[config.mk]
export PLATFORM = sky130hd
export DESIGN_NAME = position_table_rx_flat
export DESIGN_NICKNAME = d
export VERILOG_FILES = /design/src/rtl/position_table_if.sv /design/src/rtl/position_table_rx.sv /design/src/flat_wrapper.sv
export SDC_FILE = /design/constraint.sdc
export NUM_CORES = 1
export LEC_CHECK = 0
export BUFFER_PORTS_ARGS = -buffer_cell sky130_fd_sc_hd__buf_2
export CAP_MARGIN = 25
export CORE_ASPECT_RATIO = 0.8
export CORE_MARGIN = 2
export CORE_UTILIZATION = 45
export CTS_BUF_LIST = sky130_fd_sc_hd__clkbuf_8
export CTS_CLUSTER_SIZE = 14
export DETAILED_ROUTE_END_ITERATION = 8
export GPL_TIMING_DRIVEN = 0
export PLACE_DENSITY = 0.71
export SLEW_MARGIN = 20
export SYNTH_ARGS = -nofsm -noshare
export SYNTH_HDL_FRONTEND = slang
export SYNTH_SLANG_ARGS = --single-unit
[constraint.sdc]
create_clock -name clk -period 2.5 [get_ports clk]
set_input_delay 0 -clock clk [delete_from_list [all_inputs] [get_ports clk]]
set_output_delay 0 -clock clk [all_outputs]
set_load 0.01 [all_outputs]
[src/rtl/position_table_if.sv]
// Bus between the Nios PIO / renderer side and the position table receiver.
// The producer drives the PIO word and read index; the receiver returns table reads and status.
interface position_table_if;
  logic [31:0] position_word;
  logic        vblank_start;
  logic [3:0]  rd_idx;
  logic [9:0]  rd_x;
  logic [8:0]  rd_y;
  logic [6:0]  rd_attr;
  logic        refresh_image;
  logic        overrun;
  logic        bad_idx;
  logic [15:0] frame_count;

  modport master (
    output position_word, vblank_start, rd_idx,
    input  rd_x, rd_y, rd_attr, refresh_image, overrun, bad_idx, frame_count
  );

  modport slave (
    input  position_word, vblank_start, rd_idx,
    output rd_x, rd_y, rd_attr, refresh_image, overrun, bad_idx, frame_count
  );
endinterface

[src/rtl/position_table_rx.sv]
// Decodes toggle-qualified PIO words into a shadow sprite table and copies it to the
// active table during vertical blank, so the renderer only ever sees complete frames.
module position_table_rx #(
  parameter int N_SPRITES = 16
) (
  input logic             clk,
  input logic             reset_n,
  position_table_if.slave bus
);

  localparam logic [1:0] ST_READY   = 2'd0;
  localparam logic [1:0] ST_FILL    = 2'd1;
  localparam logic [1:0] ST_PENDING = 2'd2;
  localparam logic [1:0] ST_SWAP    = 2'd3;

  logic [1:0]  state_q, state_d;
  logic        last_toggle_q;
  logic        refresh_q, refresh_d;
  logic        overrun_q, overrun_d;
  logic        bad_idx_q, bad_idx_d;
  logic [15:0] frame_q, frame_d;

  logic [9:0] sh_x_q   [N_SPRITES];
  logic [8:0] sh_y_q   [N_SPRITES];
  logic [6:0] sh_attr_q[N_SPRITES];
  logic [9:0] act_x_q   [N_SPRITES];
  logic [8:0] act_y_q   [N_SPRITES];
  logic [6:0] act_attr_q[N_SPRITES];

  logic [9:0] rd_x_q, rd_x_d;
  logic [8:0] rd_y_q, rd_y_d;
  logic [6:0] rd_attr_q, rd_attr_d;

  logic       new_word;
  logic       accept;
  logic       w_commit;
  logic       idx_ok;
  logic [3:0] w_idx;
  logic [9:0] w_x;
  logic [6:0] w_attr;
  logic [8:0] w_y;

  // Word fields and acceptance: a toggle edge is consumed in every state, but only
  // READY/FILL take the payload; anything arriving while a swap is outstanding is an overrun.
  assign new_word = bus.position_word[31] != last_toggle_q;
  assign w_commit = bus.position_word[30];
  assign w_idx    = bus.position_word[29:26];
  assign w_x      = bus.position_word[25:16];
  assign w_attr   = bus.position_word[15:9];
  assign w_y      = bus.position_word[8:0];
  assign idx_ok   = int'(w_idx) < N_SPRITES;
  assign accept   = new_word && (state_q == ST_READY || state_q == ST_FILL);

  always_comb begin
    state_d   = state_q;
    refresh_d = refresh_q;
    overrun_d = overrun_q;
    bad_idx_d = bad_idx_q;
    frame_d   = frame_q;
    case (state_q)
      ST_READY, ST_FILL: begin
        if (accept) begin
          state_d   = w_commit ? ST_PENDING : ST_FILL;
          refresh_d = 1'b0;
          if (!idx_ok) bad_idx_d = 1'b1;
        end
      end
      ST_PENDING: begin
        if (bus.vblank_start) state_d = ST_SWAP;
        if (new_word) overrun_d = 1'b1;
      end
      ST_SWAP: begin
        state_d   = ST_READY;
        refresh_d = 1'b1;
        frame_d   = frame_q + 16'd1;
        if (new_word) overrun_d = 1'b1;
      end
      default: state_d = ST_READY;
    endcase
  end

  always_ff @(posedge clk or negedge reset_n) begin
    if (!reset_n) begin
      state_q       <= ST_READY;
      last_toggle_q <= 1'b0;
      refresh_q     <= 1'b1;
      overrun_q     <= 1'b0;
      bad_idx_q     <= 1'b0;
      frame_q       <= 16'd0;
    end else begin
      state_q       <= state_d;
      last_toggle_q <= bus.position_word[31];
      refresh_q     <= refresh_d;
      overrun_q     <= overrun_d;
      bad_idx_q     <= bad_idx_d;
      frame_q       <= frame_d;
    end
  end

  // Shadow takes accepted words; active copies the whole shadow in the SWAP cycle.
  // An out-of-range index matches no entry, so it is dropped without extra gating.
  always_ff @(posedge clk or negedge reset_n) begin
    if (!reset_n) begin
      for (int i = 0; i < N_SPRITES; i++) begin
        sh_x_q[i]     <= '0;
        sh_y_q[i]     <= '0;
        sh_attr_q[i]  <= '0;
        act_x_q[i]    <= '0;
        act_y_q[i]    <= '0;
        act_attr_q[i] <= '0;
      end
    end else begin
      for (int i = 0; i < N_SPRITES; i++) begin
        if (accept && w_idx == 4'(i)) begin
          sh_x_q[i]    <= w_x;
          sh_y_q[i]    <= w_y;
          sh_attr_q[i] <= w_attr;
        end
        if (state_q == ST_SWAP) begin
          act_x_q[i]    <= sh_x_q[i];
          act_y_q[i]    <= sh_y_q[i];
          act_attr_q[i] <= sh_attr_q[i];
        end
      end
    end
  end

  always_comb begin
    rd_x_d    = '0;
    rd_y_d    = '0;
    rd_attr_d = '0;
    for (int i = 0; i < N_SPRITES; i++) begin
      if (bus.rd_idx == 4'(i)) begin
        rd_x_d    = act_x_q[i];
        rd_y_d    = act_y_q[i];
        rd_attr_d = act_attr_q[i];
      end
    end
  end

  // Registered read port: a read issued in the SWAP cycle still sees the old frame.
  always_ff @(posedge clk or negedge reset_n) begin
    if (!reset_n) begin
      rd_x_q    <= '0;
      rd_y_q    <= '0;
      rd_attr_q <= '0;
    end else begin
      rd_x_q    <= rd_x_d;
      rd_y_q    <= rd_y_d;
      rd_attr_q <= rd_attr_d;
    end
  end

  assign bus.rd_x          = rd_x_q;
  assign bus.rd_y          = rd_y_q;
  assign bus.rd_attr       = rd_attr_q;
  assign bus.refresh_image = refresh_q;
  assign bus.overrun       = overrun_q;
  assign bus.bad_idx       = bad_idx_q;
  assign bus.frame_count   = frame_q;

endmodule

[src/flat_wrapper.sv]
// flat-port wrapper written by rule: the top's interface ports become plain ports
module position_table_rx_flat 
#(
  parameter int N_SPRITES = 16
)
  (clk, reset_n, bus_position_word, bus_vblank_start, bus_rd_idx, bus_rd_x, bus_rd_y, bus_rd_attr, bus_refresh_image, bus_overrun, bus_bad_idx, bus_frame_count);
  position_table_if bus_i ();
  input logic clk;
  input logic reset_n;
  input wire logic [$bits(bus_i.position_word)-1:0] bus_position_word;
  input wire logic [$bits(bus_i.vblank_start)-1:0] bus_vblank_start;
  input wire logic [$bits(bus_i.rd_idx)-1:0] bus_rd_idx;
  output wire logic [$bits(bus_i.rd_x)-1:0] bus_rd_x;
  output wire logic [$bits(bus_i.rd_y)-1:0] bus_rd_y;
  output wire logic [$bits(bus_i.rd_attr)-1:0] bus_rd_attr;
  output wire logic [$bits(bus_i.refresh_image)-1:0] bus_refresh_image;
  output wire logic [$bits(bus_i.overrun)-1:0] bus_overrun;
  output wire logic [$bits(bus_i.bad_idx)-1:0] bus_bad_idx;
  output wire logic [$bits(bus_i.frame_count)-1:0] bus_frame_count;
  assign bus_i.position_word = bus_position_word;
  assign bus_i.vblank_start = bus_vblank_start;
  assign bus_i.rd_idx = bus_rd_idx;
  assign bus_rd_x = bus_i.rd_x;
  assign bus_rd_y = bus_i.rd_y;
  assign bus_rd_attr = bus_i.rd_attr;
  assign bus_refresh_image = bus_i.refresh_image;
  assign bus_overrun = bus_i.overrun;
  assign bus_bad_idx = bus_i.bad_idx;
  assign bus_frame_count = bus_i.frame_count;
  position_table_rx #(.N_SPRITES(N_SPRITES)) u_core (.clk(clk), .reset_n(reset_n), .bus(bus_i));
endmodule
; ---- After elaboration in Yosys (flattened, before gate mapping)
; Cells that the tools add are included.
[totals]
out_inout_bits = 45
regBits = 879
romBits = 0
inputBits = 39
word_cells = 222
mem_bits_rw = 0
latchBits = 0
n_memories = 0
[op_classes]
multipliers = 0
n_bitwise = 0
n_eq_ne = 36
div = 0
add_sub_neg = 1
n_mux = 54
n_lt_le_gt_ge = 0
reduce_logical = 27
shift = 0
[ops]
columns = op, n
row1 = 2-to-1 mux 10 bit, 16
row2 = 2-to-1 mux 9 bit, 16
row3 = 2-to-1 mux 7 bit, 16
row4 = equality test 4 bit (second input constant), 16
row5 = equality test 4 x 3 -> 1 bit (second input constant), 8
row6 = logical AND 1 bit, 17
row7 = adder 16 x 1 -> 16 bit (second input constant), 1
row8 = equality test 4 x 2 -> 1 bit (second input constant), 4
row9 = equality test 4 x 1 -> 1 bit (second input constant), 2
row10 = zero test 4 bit, 2
row11 = 2-to-1 mux 2 bit, 3
row12 = one-hot mux 2 bit (3 select lines), 1
row13 = AND reduction 2 bit, 3
row14 = equality test 2 bit (second input constant), 2
row15 = OR reduction 2 bit, 2
row16 = equality test 2 x 1 -> 1 bit (second input constant), 1
row17 = zero test 2 bit, 1
row18 = != test 2 x 1 -> 1 bit (second input constant), 1
row19 = != test 2 bit (second input constant), 1
row20 = one-hot mux 1 bit (2 select lines), 1
row21 = nonzero test 2 bit, 1
row22 = logical OR 1 bit, 1
row23 = 2-to-1 mux 1 bit, 1
row24 = != test 1 bit, 1

; ---- Longest topological paths before layout
[depth]
depth_word = 17
depth_mapped = 9
mapped_depth_nobuf = 5

; ---- Least setup slack after synthesis
; OpenSTA, ideal clock, no wires.
[synth_path]
path_type = register to register
from = register u_core.last_toggle_q
to = register u_core.sh_attr_q[28] (netlist bit)
path_slack_ns = 0.600
required_time_ns = 2.375
t_arrival_ns = 1.775
setup_time_ns = 0.125
path_stages_with_launch = 7
synth_period_minus_slack_ns = 1.900
n_path_buf = 2
cell_sequence = dfrtp_1 xor2_2 nand4b_1 nor2b_1 buf_2 buf_2 mux2_2
[synth_via]
elab_chain_len = 3
[synth_rtl]
columns = item, line
row1 = from (decl), position_table_rx.sv:17  ; logic last_toggle_q;
row2 = from (signal assigned), position_table_rx.sv:92  ; last_toggle_q <= bus.position_word[31];
row3 = != test 1 bit, position_table_rx.sv:45  ; assign new_word = bus.position_word[31] != last_toggle_q;
row4 = logical AND 1 bit, position_table_rx.sv:52  ; assign accept = new_word && (state_q == ST_READY || state_q == ST_FILL);
row5 = logical AND 1 bit, position_table_rx.sv:114  ; if (accept && w_idx == 4'(i)) begin
row6 = "to (signal, indexed assignment)", position_table_rx.sv:117  ; sh_attr_q[i] <= w_attr;
row7 = to (decl), position_table_rx.sv:25  ; logic [6:0] sh_attr_q[N_SPRITES];
; No other way between the ends.
; A chain may end at the register's enable or synchronous reset.

; ---- Worst setup path after layout
[layout_path]
from = input port bus_rd_idx[2]
to = register u_core.rd_y_q[1] (netlist: u_core.bus.rd_y[1])
[layout_via]
elab_chain_len = 17
elab_cells_between_ends = 32
cone_classes = 15 x eq/ne / 16 x mux / 1 x reduce/logical
[layout_rtl]
columns = item, line
row1 = from (decl), flat_wrapper.sv:12  ; input wire logic [$bits(bus_i.rd_idx)-1:0] bus_rd_idx;
row2 = zero test 4 bit, position_table_rx.sv:133  ; if (bus.rd_idx == 4'(i)) begin
row3 = 2-to-1 mux 9 bit (15 in series), position_table_rx.sv:133
row4 = 2-to-1 mux 9 bit (*), position_table_rx.sv:133
row5 = net u_core.rd_y_d[1], position_table_rx.sv:31  ; logic [8:0] rd_y_q, rd_y_d;
row6 = to (signal assigned), position_table_rx.sv:149  ; rd_y_q <= rd_y_d;
row7 = to (decl), position_table_rx.sv:31
; The timed path passes the listed nets; every way through them passes the cells marked *.

==> metrics.md <==
| Metric | Value |
|---|---|
| First-pass GRT wire length | 178 mm |
| Critical Path Max Stage Delay | 860 ps |
| Maximum vdd ir drop | 0.587 mV |
| Clk sink count | 879 |
| Post-DRT Antenna Nets | 0 |
| Final Hold Viols | 0 |
| Vias in the first global route | 26,666 |
| DR iter-0 viols | 3,562 |
| Area of the multi-input gates | 13,500 µm² |
| Clock skew | 36.8 ps |
| FMAX | 381 MHz |
| Final setup fails | 6 |
| Filler cell count | 7,160 |
| Core area | 80,500 µm² |
| CTS clk-pin slew, worst paths | 70 ps |
| Cell Chain, Critical Path | buf_2 > buf_2 > buf_2 > clkbuf_1 > clkbuf_1 > o22ai_1 > a21oi_1 > nor3_1 |
| EDFF count, synth | 0 |
| Drt first pass iters | 6 |
| Post-DP HPWL | 79.0 mm |
| Seq. cell area | 22,000 µm² |
| # Max-Cap Violations | 0 |
| Nets | 3,636 |
| Die H | 259 µm |
| Final Non-Filler Cells | 4,786 |
| DIE WIDTH | 323 µm |
| CTS buffer count | 137 |
| Synth-to-layout area growth | 14.2% |
| Yosys reg bits | 879 |
| All-Layer GR Usage | 29.3% |
| Outcome | finished with violations |
| Crit-path leading delay family | buffers and inverters |
| Placement Cell Area | 38,600 µm² |
| CP required | 3170 ps |
| Row count | 93 |
| Syn_area_per_cell | 11.0 µm² |
| Sequential share of the synthesized area | 60.1% |
| Die Area | 83,600 µm² |
| Routed wire per std cell | 25.4 µm |
| Cells after DPL | 4,503 |
| I/O pins | 84 |
| GRT overflow | 0 |
| Worst-margin pin slew | 1200 ps |
| CP max-delay cell | clkbuf_1 |
| Post-route minimum period | 2620 ps |
| Clock latency at the later pin of the worst-skew pair | 820 ps |
| CP Class | in2reg |
| Fin util | 51.9% |
| TritonCTS clock tree | done |
| Largest net degree at the start of global routing | 139 |
| Failing checks | negative setup slack |
| Share of cells above drive strength 1 | 24.2% |
| Top_reg_cell synth | dfrtp_1 |
| Clk root buf | clkbuf_8 |
| Crit start category | primary input |
| Final wirelength | 121 mm |
| Critical path arrival | 3290 ps |
| CTS H-tree lvls | 4 |
| Ys async rst share | 100% |
| Post-synthesis cell type count | 72 |
| IO buf count | 79 |
| Crit-path max FO | 10 |
| Buf+Inv Stages, Crit Path | 5 |
| Static leakage | 20.9 nW |
| Yosys warns | 0 |
| Starting Density | 45.4% |
| Mapped cell area | 36,600 µm² |
| Residual DRC count | 0 |
| Clock Path Buffers | 3 |
| Max-slew violation count | 0 |
| Post-Synthesis Cells | 3,324 |
| Routed vias/inst | 5.77 |
| Critical Path End Type | flop |
| Synthesized net count | 3,364 |
| Placer Congestion | 0.963 |
| Most used cell, CP | buf_2 |
| Hold Crit Class | in2reg |
| Setup TNS | -363 ps |
| Worst rel slew slack | 20.2% |
| Final WS setup | -124 ps |
| Total number of vias | 27,603 |
| Post-layout instance area | 41,800 µm² |
| Post-route clock period utilization | 105% |
| Initial antenna violation count | 2 |
| Power Density | 1140 nW/µm² |
| Worst Hold Slack | 82.2 ps |
[cells in the final DEF (no fill, tap or decap), types with 5 or more instances in the layout]
cell / netlist / final
mux2i_1: 34 / 34
a21o_1: 7 / 7
xnor2_1: 10 / 10
nand2_2: 9 / 10
a21oi_1: 30 / 30
a2bb2oi_1: 17 / 17
nor2_1: 43 / 42
clkbuf_1: 146 / 103
a22oi_1: 6 / 6
nand2_1: 1277 / 1276
buf_16: 0 / 7
a221oi_1: 8 / 8
o211ai_1: 6 / 6
nor3_1: 11 / 11
o21a_1: 13 / 13
buf_4: 7 / 13
clkinv_2: 0 / 10
o221ai_1: 20 / 20
dlygate4sd3_1: 0 / 41
buf_2: 57 / 133
nor2b_1: 11 / 11
mux4_2: 28 / 28
o21ai_0: 84 / 83
clkinvlp_4: 0 / 5
o2bb2ai_1: 7 / 7
dfrtp_1: 878 / 878
clkbuf_2: 0 / 40
o22ai_1: 38 / 38
xor2_1: 5 / 5
clkbuf_8: 6 / 168
nand2b_1: 9 / 9
inv_1: 20 / 70
mux2_2: 446 / 446
nand3_1: 16 / 14
[logic make-up after synthesis]
family                   Yosys count  share of synthesized area (%)
buffers and inverters            242                           2.91
other                              1                         0.0103
flip-flops                       879                           60.1
AND/OR/NAND/NOR                 1409                           15.2
adder cells (fa/ha/maj)            1                         0.0342
XOR/XNOR                          16                          0.404
AO/OA/AOI/OAI                    268                           4.87
multiplexers                     508                           16.4
[layout make-up]
cell class | instances | share of cell area [%]
well taps | 1092 | 3.27
clock buffers | 162 | 5.34
plain buffers | 218 | 2.48
clock inverters | 74 | 0.923
repair buffers | 136 | 2.69
flip-flops and latches | 879 | 52.7
inverters | 21 | 0.189
multi-input cells | 2203 | 32.4
diodes | 1 | 0.00599
[cells in the mapped netlist (all sizes together) (7+ instances only)]
cell / number / area, µm²
dfrtp: 878 / 22000
o22ai: 38 / 238
mux2i: 34 / 340
nor2b: 11 / 68.8
mux4: 28 / 631
a2bb2oi: 17 / 149
inv: 20 / 75.1
clkbuf: 152 / 631
nand3: 19 / 118
o21a: 13 / 97.6
a21o: 7 / 52.6
o2bb2ai: 7 / 61.3
mux2: 446 / 5020
nor2: 44 / 168
nor3: 12 / 71.3
o21ai: 84 / 420
nand2b: 9 / 56.3
a221oi: 8 / 70.1
a21oi: 30 / 150
o221ai: 20 / 175
buf: 69 / 357
xnor2: 10 / 87.6
nand2: 1286 / 4850
[power by group]
group          switching [W]  total (W)  internal, W
Sequential           0.00321     0.0232       0.0200
Clock                0.00590     0.0119      0.00601
Combinational        0.00717     0.0123      0.00515
Total                 0.0163     0.0475       0.0312
[repair_timing]
action,CTS,global route
setup buffers,3,2
gates cloned,0,2
hold endpoints to repair,592,0
setup endpoints to repair,452,663
gates resized for setup,20,45
hold buffers,42,0
pin swaps,1,1
[sequential cells by signal, indices dropped and copies added (netlist names), 10 cells and up]
signal / cells
u_core.act_x_q: 160
u_core.act_y_q: 144
u_core.act_attr_q: 112
u_core.sh_y_q: 144
u_core.bus.frame_count: 16
u_core.bus.rd_x: 10
u_core.sh_x_q: 160
u_core.sh_attr_q: 112
[per-layer routing]
metal | wire length, µm | vias up | part of all wire [%] | global-route usage, %
li1 | - | 11577 | - | -
met1 | 49900 | 14000 | 41 | 40.9
met2 | 49900 | 1658 | 41 | 41.1
met3 | 15900 | 366 | 13 | 10.6
met4 | 5740 | 2 | 4.7 | 12.9
met5 | 9 | - | 0.0074 | 0
[worst reg2reg max path: stages (launching register included)]
cell and delay, ps:
dfrtp_1 400, buf_2 190, nand2_1 510, clkbuf_1 450, buf_1 610, nand2_1 130, nand2_1 90
[path summary, 6_finish.rpt]
check	start	slack [ps]	depth (start not counted)	endpoint
setup / recovery	bus_rd_idx[2]	-120	8	u_core.bus.rd_y[1]$_DFF_PN0_
hold / removal	bus_position_word[19]	80	3	u_core.sh_x_q[153]$_DFFE_PN0P_
setup reg to reg	u_core.state_q[1]$_DFFE_PN0P_	70	6	u_core.act_x_q[78]$_DFFE_PN0P_
hold reg to reg	u_core.sh_x_q[105]$_DFFE_PN0P_	440	2	u_core.act_x_q[105]$_DFFE_PN0P_
max in group asynchronous	reset_n	440	6	u_core.act_attr_q[46]$_DFFE_PN0P_
min in group asynchronous	reset_n	320	3	u_core.bus.refresh_image$_DFFE_PN1P_
[stage by stage]
step,setup WS (ps),total power [W]
2_1_floorplan,600,0.0306
3_3_place_gp,-17640,0.0346
3_5_place_dp,-910,0.0352
4_1_cts,2.51,0.0472
5_1_grt,-9.54,0.0499
6_report,-124,0.0475
(Power assumes the default switching activity.)
